<file path="config.mk">
export PLATFORM = sky130hd
export DESIGN_NAME = serializer_ctrl_flat
export DESIGN_NICKNAME = d
export VERILOG_FILES = /design/src/rtl/ser_pkg.sv /design/src/rtl/serializer_ctrl_if.sv /design/src/rtl/ser_addr_gen.sv /design/src/rtl/serializer_ctrl.sv /design/src/flat_wrapper.sv
export SDC_FILE = /design/constraint.sdc
export NUM_CORES = 1
export LEC_CHECK = 0
export CORE_ASPECT_RATIO = 0.8
export CORE_MARGIN = 2
export CORE_UTILIZATION = 60
export CTS_BUF_LIST = sky130_fd_sc_hd__clkbuf_4 sky130_fd_sc_hd__clkbuf_8
export CTS_CLUSTER_DIAMETER = 50
export DETAILED_ROUTE_END_ITERATION = 7
export DONT_BUFFER_PORTS = 1
export GPL_ROUTABILITY_DRIVEN = 0
export PLACE_DENSITY = 0.86
export SYNTH_ARGS = -nofsm -noshare
export SYNTH_HDL_FRONTEND = slang
export SYNTH_SLANG_ARGS = --single-unit
</file>
<file path="constraint.sdc">
create_clock -name clk -period 3.13 [get_ports clk]
set_clock_uncertainty 0.05 [all_clocks]
set_input_delay 0.313 -clock clk [delete_from_list [all_inputs] [get_ports clk]]
set_output_delay 0.313 -clock clk [all_outputs]
set_load 0.03 [all_outputs]
</file>
<file path="src/rtl/ser_pkg.sv">
// Shared types and default geometry for the serializer controller.
// Build option: SERIALIZER_CTRL_PERF_EN adds the tile/stall performance counters.
package ser_pkg;

  typedef enum logic [1:0] {
    StIdle,
    StLoad,
    StShift
  } ser_state_e;

  localparam int unsigned PoxDefault       = 3;
  localparam int unsigned PoyDefault       = 3;
  localparam int unsigned AddrWDefault     = 12;
  localparam int unsigned RowStrideDefault = 3;

  // Counter width that stays at least one bit for degenerate sizes.
  function automatic int unsigned clog2_min1(input int unsigned n);
    return (n > 1) ? $clog2(n) : 1;
  endfunction

endpackage

</file>
<file path="src/rtl/serializer_ctrl_if.sv">
// Tile-in / row-out bus of the serializer controller; master is the controller.
// Build option: SERIALIZER_CTRL_PERF_EN adds perf_tiles / perf_stall.
interface serializer_ctrl_if #(
  parameter int unsigned ADDR_W = ser_pkg::AddrWDefault
);
  logic              tile_done;
  logic [ADDR_W-1:0] tile_base_addr;
  logic              wr_ready;
  logic              mac_output_valid;
  logic              serializer_out_signal;
  logic              wr_valid;
  logic [ADDR_W-1:0] wr_addr;
  logic              wr_last;
  logic              mac_hold;
  logic              busy;
  logic              err_overflow;
`ifdef SERIALIZER_CTRL_PERF_EN
  logic [31:0]       perf_tiles;
  logic [31:0]       perf_stall;
`endif

  modport master (
    input  tile_done, tile_base_addr, wr_ready,
    output mac_output_valid, serializer_out_signal, wr_valid, wr_addr, wr_last,
           mac_hold, busy, err_overflow
`ifdef SERIALIZER_CTRL_PERF_EN
    , output perf_tiles, perf_stall
`endif
  );

  modport slave (
    output tile_done, tile_base_addr, wr_ready,
    input  mac_output_valid, serializer_out_signal, wr_valid, wr_addr, wr_last,
           mac_hold, busy, err_overflow
`ifdef SERIALIZER_CTRL_PERF_EN
    , input perf_tiles, perf_stall
`endif
  );

endinterface

</file>
<file path="src/rtl/ser_addr_gen.sv">
// Row write-address generator: latches a tile base and steps by ROW_STRIDE per shift,
// wrapping modulo 2**ADDR_W.
module ser_addr_gen
  import ser_pkg::*;
#(
  parameter int unsigned ADDR_W     = AddrWDefault,
  parameter int unsigned ROW_STRIDE = RowStrideDefault
) (
  input  logic              clk,
  input  logic              rst,
  input  logic              i_load,
  input  logic [ADDR_W-1:0] i_base,
  input  logic              i_shift,
  output logic [ADDR_W-1:0] o_addr
);

  localparam logic [ADDR_W-1:0] Stride = ADDR_W'(ROW_STRIDE);

  logic [ADDR_W-1:0] r_acc;
  logic [ADDR_W-1:0] r_addr;

  // r_acc always holds base + row*stride for the row about to be shifted.
  always_ff @(posedge clk or posedge rst) begin
    if (rst) begin
      r_acc  <= '0;
      r_addr <= '0;
    end else if (i_load) begin
      r_acc  <= i_base;
    end else if (i_shift) begin
      r_addr <= r_acc;
      r_acc  <= r_acc + Stride;
    end
  end

  assign o_addr = r_addr;

endmodule

</file>
<file path="src/rtl/serializer_ctrl.sv">
// Sequences MAC tile results through the row serializer and generates row write requests.
// Build option: SERIALIZER_CTRL_PERF_EN adds saturating perf_tiles / perf_stall counters.
module serializer_ctrl
  import ser_pkg::*;
#(
  parameter int unsigned POX        = PoxDefault,
  parameter int unsigned POY        = PoyDefault,
  parameter int unsigned ADDR_W     = AddrWDefault,
  parameter int unsigned ROW_STRIDE = RowStrideDefault
) (
  input logic               clk,
  input logic               rst,
  serializer_ctrl_if.master bus
);

  localparam int unsigned     RowW    = clog2_min1(POY);
  localparam logic [RowW-1:0] LastRow = RowW'(POY - 1);

  if (POX == 0 || POY == 0) begin : g_bad_cfg
    $error("serializer_ctrl: POX and POY must be nonzero");
  end

  ser_state_e        r_state;
  logic [RowW-1:0]   r_row;
  logic              r_pend_valid;
  logic [ADDR_W-1:0] r_pend_addr;
  logic [ADDR_W-1:0] r_load_base;
  logic              r_wr_valid;
  logic              r_wr_last;
  logic              r_err_overflow;

  logic              w_shift;
  logic              w_last_shift;
  logic              w_take_pend;
  logic              w_take_new;
  logic              w_pend_store;
  logic [ADDR_W-1:0] w_wr_addr;

  assign w_shift      = (r_state == StShift) && bus.wr_ready;
  assign w_last_shift = w_shift && (r_row == LastRow);
  assign w_take_pend  = r_pend_valid && ((r_state == StIdle) || w_last_shift);
  assign w_take_new   = (r_state == StIdle) && bus.tile_done && !r_pend_valid;
  // Any tile_done not started directly from IDLE goes through the pending slot.
  assign w_pend_store = bus.tile_done && !w_take_new;

  always_ff @(posedge clk or posedge rst) begin
    if (rst) begin
      r_state        <= StIdle;
      r_row          <= '0;
      r_pend_valid   <= 1'b0;
      r_pend_addr    <= '0;
      r_load_base    <= '0;
      r_wr_valid     <= 1'b0;
      r_wr_last      <= 1'b0;
      r_err_overflow <= 1'b0;
    end else begin
      r_wr_valid <= w_shift;
      r_wr_last  <= w_last_shift;

      unique case (r_state)
        StIdle: begin
          if (w_take_pend) begin
            r_state     <= StLoad;
            r_load_base <= r_pend_addr;
          end else if (w_take_new) begin
            r_state     <= StLoad;
            r_load_base <= bus.tile_base_addr;
          end
        end
        StLoad: begin
          r_row   <= '0;
          r_state <= StShift;
        end
        StShift: begin
          if (w_last_shift) begin
            r_row <= '0;
            if (r_pend_valid) begin
              r_state     <= StLoad;
              r_load_base <= r_pend_addr;
            end else begin
              r_state <= StIdle;
            end
          end else if (w_shift) begin
            r_row <= r_row + RowW'(1);
          end
        end
        default: r_state <= StIdle;
      endcase

      if (w_pend_store) begin
        if (!r_pend_valid || w_take_pend) begin
          r_pend_valid <= 1'b1;
          r_pend_addr  <= bus.tile_base_addr;
        end else begin
          r_err_overflow <= 1'b1;
        end
      end else if (w_take_pend) begin
        r_pend_valid <= 1'b0;
      end
    end
  end

  ser_addr_gen #(
    .ADDR_W    (ADDR_W),
    .ROW_STRIDE(ROW_STRIDE)
  ) u_addr_gen (
    .clk    (clk),
    .rst    (rst),
    .i_load (r_state == StLoad),
    .i_base (r_load_base),
    .i_shift(w_shift),
    .o_addr (w_wr_addr)
  );

  assign bus.mac_output_valid      = (r_state == StLoad);
  assign bus.serializer_out_signal = w_shift;
  assign bus.wr_valid              = r_wr_valid;
  assign bus.wr_addr               = w_wr_addr;
  assign bus.wr_last               = r_wr_last;
  assign bus.mac_hold              = r_pend_valid;
  assign bus.busy                  = (r_state != StIdle);
  assign bus.err_overflow          = r_err_overflow;

`ifdef SERIALIZER_CTRL_PERF_EN
  logic [31:0] r_perf_tiles;
  logic [31:0] r_perf_stall;

  always_ff @(posedge clk or posedge rst) begin
    if (rst) begin
      r_perf_tiles <= '0;
      r_perf_stall <= '0;
    end else begin
      if (w_last_shift && (r_perf_tiles != '1)) begin
        r_perf_tiles <= r_perf_tiles + 32'd1;
      end
      if ((r_state == StShift) && !bus.wr_ready && (r_perf_stall != '1)) begin
        r_perf_stall <= r_perf_stall + 32'd1;
      end
    end
  end

  assign bus.perf_tiles = r_perf_tiles;
  assign bus.perf_stall = r_perf_stall;
`endif

endmodule

</file>
<file path="src/flat_wrapper.sv">
// flat-port wrapper written by rule: the top's interface ports become plain ports
module serializer_ctrl_flat import ser_pkg::*;
#(
  parameter int unsigned POX        = PoxDefault,
  parameter int unsigned POY        = PoyDefault,
  parameter int unsigned ADDR_W     = AddrWDefault,
  parameter int unsigned ROW_STRIDE = RowStrideDefault
)
  (clk, rst, bus_tile_done, bus_tile_base_addr, bus_wr_ready, bus_mac_output_valid, bus_serializer_out_signal, bus_wr_valid, bus_wr_addr, bus_wr_last, bus_mac_hold, bus_busy, bus_err_overflow);
  serializer_ctrl_if #(.ADDR_W(ADDR_W)) bus_i ();
  input logic clk;
  input logic rst;
  input wire logic [$bits(bus_i.tile_done)-1:0] bus_tile_done;
  input wire logic [$bits(bus_i.tile_base_addr)-1:0] bus_tile_base_addr;
  input wire logic [$bits(bus_i.wr_ready)-1:0] bus_wr_ready;
  output wire logic [$bits(bus_i.mac_output_valid)-1:0] bus_mac_output_valid;
  output wire logic [$bits(bus_i.serializer_out_signal)-1:0] bus_serializer_out_signal;
  output wire logic [$bits(bus_i.wr_valid)-1:0] bus_wr_valid;
  output wire logic [$bits(bus_i.wr_addr)-1:0] bus_wr_addr;
  output wire logic [$bits(bus_i.wr_last)-1:0] bus_wr_last;
  output wire logic [$bits(bus_i.mac_hold)-1:0] bus_mac_hold;
  output wire logic [$bits(bus_i.busy)-1:0] bus_busy;
  output wire logic [$bits(bus_i.err_overflow)-1:0] bus_err_overflow;
  assign bus_i.tile_done = bus_tile_done;
  assign bus_i.tile_base_addr = bus_tile_base_addr;
  assign bus_i.wr_ready = bus_wr_ready;
  assign bus_mac_output_valid = bus_i.mac_output_valid;
  assign bus_serializer_out_signal = bus_i.serializer_out_signal;
  assign bus_wr_valid = bus_i.wr_valid;
  assign bus_wr_addr = bus_i.wr_addr;
  assign bus_wr_last = bus_i.wr_last;
  assign bus_mac_hold = bus_i.mac_hold;
  assign bus_busy = bus_i.busy;
  assign bus_err_overflow = bus_i.err_overflow;
  serializer_ctrl #(.POX(POX), .POY(POY), .ADDR_W(ADDR_W), .ROW_STRIDE(ROW_STRIDE)) u_core (.clk(clk), .rst(rst), .bus(bus_i));
endmodule
</file>
==> results.cfg, run 1 <==
[clocking]
cts_setup_buffers = 0
clock_tree.root_cell = clkbuf_8
cts.htree.levels = 2
clk_latency_ps = 320
cts_tree = built
holdBufCountCts = 0
clk_pin_slew_ps = 100
post_cts_resized = 0
ctsLongestPathBuffers = 2
clock_sinks = 56
cts_made_buffers = 5

[yosys]
synthCells = 248
synth_commonest_cells = dfrtp_1, nand2_1, a21oi_1, nor2_1, o21ai_0
synthTopCellsByArea = dfrtp_1, nand2_1, mux2_4, mux2i_1, a21oi_1
async_reset_ff_frac = 1.00
synth_fa_ha_area_frac = 0.00471
ys.flop_type = dfrtp_1
syn-num-nets = 265
synth_top_cell_area_share = 0.528
syn_avg_cell_area_um2 = 10.7
yosysUniqueCellTypes = 50
ys_ff_latch = 56
yosys.area.top_type = dfrtp_1
synth.most_common_cell = dfrtp_1
synth_edf_count = 0
synth_xor_area_frac = 0.00330
synth_simple_gate_area_frac = 0.163
synth.area.mux_share = 0.110
yosysWarnings = 0
synth_top_family_by_area = simple AND/OR/NAND/NOR gates
synth_compound_area_frac = 0.143
synth_sequential_area_ratio = 0.528
syn_area_mm2 = 0.00265

[floorplanning]
fp.dieArea_mm2 = 0.00497
initial_core_util = 0.631
pin_count = 35
dieHeight_um = 63.5
die_w_um = 78.4
row_count = 21
core_area_mm2 = 0.00420

[drt]
wl_per_cell_um = 15.3
vias = 1757
drt_iter0_drc = 171
firstDrtPassIters = 4
viasPerCell = 5.80
routed_wl_mm = 4.64
drc = 0
drtAntennaViolNets = 0

[status]
outcome = finished with violations
violations = negative hold slack

[sta]
hold_viol_final = 40
rsz0062_at_grt = no
tns_ps = 0
worstMarginPinSlew_ps = 816
layout_min_cycle_time_ps = 2090
slew_violations = 0
fmax_mhz = 479
hold_slack_ps = -27.6
period_share = 0.666
slew_headroom = 0.455
setup_viol = 0

[setup_path]
reg2reg_from = u_core.r_state[0]
critPathLaunchType = flop
cp.required_ps = 2770
worstReg2RegEnd = u_core.u_addr_gen.r_acc[2]
critical_path_class = flop to primary output
reg2regPathDepth = 6
arrival_ps = 1720
cp_max_fo = 28
endpoint = bus_serializer_out_signal
endpoint_kind = primary output
rrSetupSlack_ps = 1060
cp-startpoint = u_core.r_state[0]

[power_and_ir_drop]
switchingPower_mw = 1.34
power_frac_seq = 0.488
p_leak_nw = 1.25
combPwrFrac = 0.365
peakVddDrop_mv = 0.600
p_clk_frac = 0.147
p_sw_frac = 0.419
internal-power_mw = 1.86
cellPowerDensity_mw_per_mm2 = 1160

[layout]
final_cells = 303
final_nets = 262
fin_area_mm2 = 0.00275
final_core_util = 0.654
num_antenna_cells = 0
syn_to_final_growth_pct = 3.68
drive_above_1_share = 0.130

[global_route]
grtUsageTotal = 0.212
antenna_found_initial = 0
grt_max_degree = 42
overflow = 0
grt_pass1_vias = 1739
grt_pass1_wl_mm = 8.18

[flow_run]
drv_cap = 0

[placed_design]
port_buffers = 0
post_dp_cell_area_mm2 = 0.00264
dp_hpwl_mm = 3.16
dp_cells = 295

[worst_hold_path]
holdCritPathClass = input pin to async pin
[placed cells by master, fill, tap and decap left out, types with 4 or more instances in the layout]
cell,instances
nand3_1,5
clkbuf_8,5
o21ai_0,13
mux2_4,10
a21oi_1,18
mux2i_1,12
dfrtp_1,56
nand2_1,48
inv_1,4
nor2_1,18
[routing by layer]
layer,share of wire,GRT usage
met5,0,0
met4,0.0095,0.0461
met3,0.065,0.0716
met2,0.43,0.306
met1,0.50,0.313
[power groups by stage]
stage	Sequential, mW	Clock, mW	Combinational (mW)
after floorplan	1.43	0	1.15
after global placement	1.55	0	1.14
after detailed placement	1.57	0	1.17
after CTS	1.55	0.482	1.18
after global routing	1.61	0.520	1.32
final	1.56	0.468	1.17
[flip-flops by register name, indices dropped and copies added (netlist names)]
register / count
u_core.bus.wr_last: 1
u_core.bus.wr_valid: 1
u_core.r_pend_addr: 12
u_core.r_state: 2
u_core.bus.err_overflow: 1
u_core.r_load_base: 12
u_core.bus.mac_hold: 1
u_core.r_row: 2
u_core.u_addr_gen.o_addr: 12
u_core.u_addr_gen.r_acc: 12
[layout make-up]
type / count / area (µm²)
multi-input cells: 173 / 1130
fillers: 330 / 1450
clock buffers: 5 / 68.8
clock inverters: 3 / 42.5
flip-flops and latches: 56 / 1400
well taps: 57 / 71.3
inverters: 7 / 26.3
repair buffers: 2 / 15.0
[how the worst min path moves through the flow]
stage	start	to	slack, ps	cells after the start
after floorplan	bus_tile_done	u_core.bus.mac_hold	400	1
after global placement	rst	u_core.u_addr_gen.o_addr[11]	350	1
after detailed placement	rst	u_core.u_addr_gen.o_addr[6]	360	1
after CTS	rst	u_core.u_addr_gen.r_acc[1]	5	1
after global routing	rst	u_core.u_addr_gen.o_addr[6]	40	1
final	rst	u_core.u_addr_gen.o_addr[11]	-30	1
[logic make-up after synthesis]
logic type	Yosys count
simple gates	93
compound gates	54
flops	56
mux	24
fa+ha+maj	1
xor+xnor	1
buf+inv	19
[per-stage QoR]
stage	power (mW)	setup WS, ps
floorplan	2.58	1400
finish	3.19	1040
CTS	3.21	1030
global placement	2.68	1160
global route	3.45	828
detailed placement	2.73	1060
[critical path, stage by stage (launching register included)]
cell      delay (ps)
dfrtp_1          540
nand3b_2         280
buf_4            240
inv_2            350
Note: power is estimated with default switching activity, not from simulation.
==> inputs of run 2 (changes only) <==
--- a/config.mk
+++ b/config.mk
@@ -5,6 +5,7 @@
 export SDC_FILE = /design/constraint.sdc
 export NUM_CORES = 1
 export LEC_CHECK = 0
+export ABC_AREA = 1
 export CORE_ASPECT_RATIO = 0.8
 export CORE_MARGIN = 2
 export CORE_UTILIZATION = 60
==> constraint.sdc (replaced) <==
create_clock -name clk -period 1.96 [get_ports clk]
set_clock_uncertainty 0.05 [all_clocks]
set_input_delay 0.196 -clock clk [delete_from_list [all_inputs] [get_ports clk]]
set_output_delay 0.196 -clock clk [all_outputs]
set_load 0.03 [all_outputs]
==> run 2 against run 1 <==
Against the previous run:
- the run now ends clean
- area after synthesis rose by 1.9%
- sequential cell count unchanged
- worst setup slack got worse by 890 ps
- final area increased by 4.2%
- core utilization grew 1.9 points
- non-clock buffer count rose by 6
- critical endpoint unchanged
- largest cell class unchanged
==> results.cfg, run 2 <==
[status]
outcome = complete, no violations

[global_route]
grt_pass1_wl_mm = 8.63
grt_max_degree = 57
antenna_found_initial = 0
grtUsageTotal = 0.215
grt_pass1_vias = 1884
overflow = 0

[drt]
routed_wl_mm = 4.95
drt_iter0_drc = 186
firstDrtPassIters = 7
vias = 2068
drc = 0
viasPerCell = 5.40
drtAntennaViolNets = 0
drt-met1-wl_mm = 2.36
wl_per_cell_um = 12.9
wl_met3_um = 265
maxUsedRoutingLayer = met4
wl_met2_mm = 2.30

[setup_path]
reg2reg_from = u_core.r_state[0]
reg2regPathDepth = 7
critical_path_class = flop to primary output
cp.required_ps = 1710
arrival_ps = 1560
rrSetupSlack_ps = 210
endpoint_kind = primary output
worstReg2RegEnd = u_core.r_pend_addr[2]
critPathLaunchType = flop
cp-startpoint = u_core.r_state[0]
cp_max_fo = 37

[layout]
fin_area_mm2 = 0.00287
final_cell_mix = nand2_1, dfrtp_1, inv_1
num_antenna_cells = 0
syn_to_final_growth_pct = 5.97
final_nets = 344
final_cells = 383
layout_commonest_cell = nand2_1
final_core_util = 0.673
drive_above_1_share = 0.113

[clocking]
clk_latency_ps = 300
cts_setup_buffers = 0
ctsLongestPathBuffers = 2
clk_pin_slew_ps = 100
cts_tree = built
cts_made_buffers = 5
cts.htree.levels = 2
clock_sinks = 56
clock_tree.root_cell = clkbuf_8

[placed_design]
dp_hpwl_mm = 3.50
dp_slack_ps = 203
port_buffers = 0
post_dp_cell_area_mm2 = 0.00275
dp_cells = 376

[power_and_ir_drop]
combPwrFrac = 0.417
p_total_mw = 5.11
p_sw_frac = 0.453
power_frac_seq = 0.445
p_leak_nw = 1.44
internal-power_mw = 2.79
p_clk_frac = 0.139
peakVddDrop_mv = 0.825
cellPowerDensity_mw_per_mm2 = 1780
switchingPower_mw = 2.32

[yosys]
ys.flop_type = dfrtp_1
synthTopCellsByArea = dfrtp_1, nand2_1, inv_1, nand3_1, o21ai_2
synth.area.mux_share = 0
synth.most_common_cell = nand2_1
yosys.area.top_type = dfrtp_1
synth_edf_count = 0
syn_area_mm2 = 0.00271
synth_top_family_by_area = simple AND/OR/NAND/NOR gates
ys_ff_latch = 56
async_reset_ff_frac = 1.00
synth_fa_ha_area_frac = 0.00463
synth_simple_gate_area_frac = 0.250
synth_commonest_cells = nand2_1, dfrtp_1, inv_1
yosysWarnings = 0
synthCells = 325
synth_compound_area_frac = 0.114
syn_avg_cell_area_um2 = 8.32
syn-num-nets = 342
synth_top_cell_area_share = 0.518
synth_sequential_area_ratio = 0.518
yosysUniqueCellTypes = 27
synth_xor_area_frac = 0.00648

[flow_run]
drv_cap = 0

[sta]
layout_min_cycle_time_ps = 1810
slew_violations = 0
hold_slack_ps = 6.30
period_share = 0.923
slew_headroom = 0.637
tns_ps = 0
fmax_mhz = 553
rsz0062_at_grt = no
setup_viol = 0
worstMarginPinSlew_ps = 542
setup_slack_ps = 152
hold_viol_final = 0

[floorplanning]
fp.dieArea_mm2 = 0.00506
initial_core_util = 0.636
dieHeight_um = 64.1
die_w_um = 79.1
pin_count = 35
row_count = 21
core_area_mm2 = 0.00426

[worst_hold_path]
holdCritPathClass = input pin to flop
hold_path_startpoint = bus_tile_base_addr[6]
hold_end = u_core.r_pend_addr[6]
whs_path_depth = 2
==> run 2: cell types whose count changed after synthesis, moves of 5 or more <==
cell | before | now
a21oi_1 | 18 | 3
inv_1 | 5 | 50
mux2_4 | 10 | 0
mux2i_1 | 12 | 0
nand2_1 | 48 | 90
nand2_2 | 0 | 5
nand3_1 | 5 | 35
nor2_1 | 18 | 12
o21ai_0 | 13 | 22
o21ai_2 | 0 | 13
==> run 2: how the worst max path moves through the flow <==
stage	to	slack [ps]	cells after the start
2_1_floorplan	u_core.bus.err_overflow	340	1
3_3_place_gp	u_core.r_load_base[1]	280	9
3_5_place_dp	u_core.r_load_base[1]	200	8
4_1_cts	bus_serializer_out_signal	2	5
5_1_grt	u_core.r_pend_addr[6]	30	7
6_report	bus_serializer_out_signal	150	5
==> run 2: repair_timing <==
item	4_1_cts	5_1_grt
setup endpoints to repair	0	6
hold buffers	1	0
endpoints found under the hold margin	56	0
resized for setup	0	3
==> run 2: critical path, stage by stage, from the launching register on <==
cell        delay [ps]
dfrtp_1            400
inv_1               80
nand3_2             70
buf_6              250
clkinvlp_4         230
buf_4              210
==> run 2: area by class of cell <==
type,count,area (µm²)
Timing Repair Buffer,8,78.8
Multi-Input combinational cell,204,1020
Clock buffer,5,68.8
Fill cell,370,1390
Tap cell,57,71.3
Sequential cell,56,1400
Clock inverter,1,30.0
Inverter,52,199
==> run 2: power by group through the flow <==
stage / sequential [mW] / clock, mW / combinational [mW]
after floorplan: 2.20 / 0 / 1.83
after global placement: 2.26 / 0 / 2.03
after detailed placement: 2.29 / 0 / 2.09
after CTS: 2.27 / 0.723 / 2.12
after global routing: 2.33 / 0.765 / 2.46
final: 2.27 / 0.708 / 2.13
==> run 2: kinds of logic (layout without fill, tap and decap cells) <==
logic type,count (synthesis),after routing
and+or+nand+nor,154,154
xor gates and xnor gates,2,2
buffers and inverters,65,66
adders and majority gates,1,1
DFF,56,56
AOI/OAI and AO/OA,47,47
==> run 2: per-layer routing <==
layer / GRT usage / up-vias
met5: 0 / -
met2: 0.337 / 59
met4: 0.0453 / 0
met3: 0.0466 / 5
met1: 0.312 / 972
li1: - / 1032
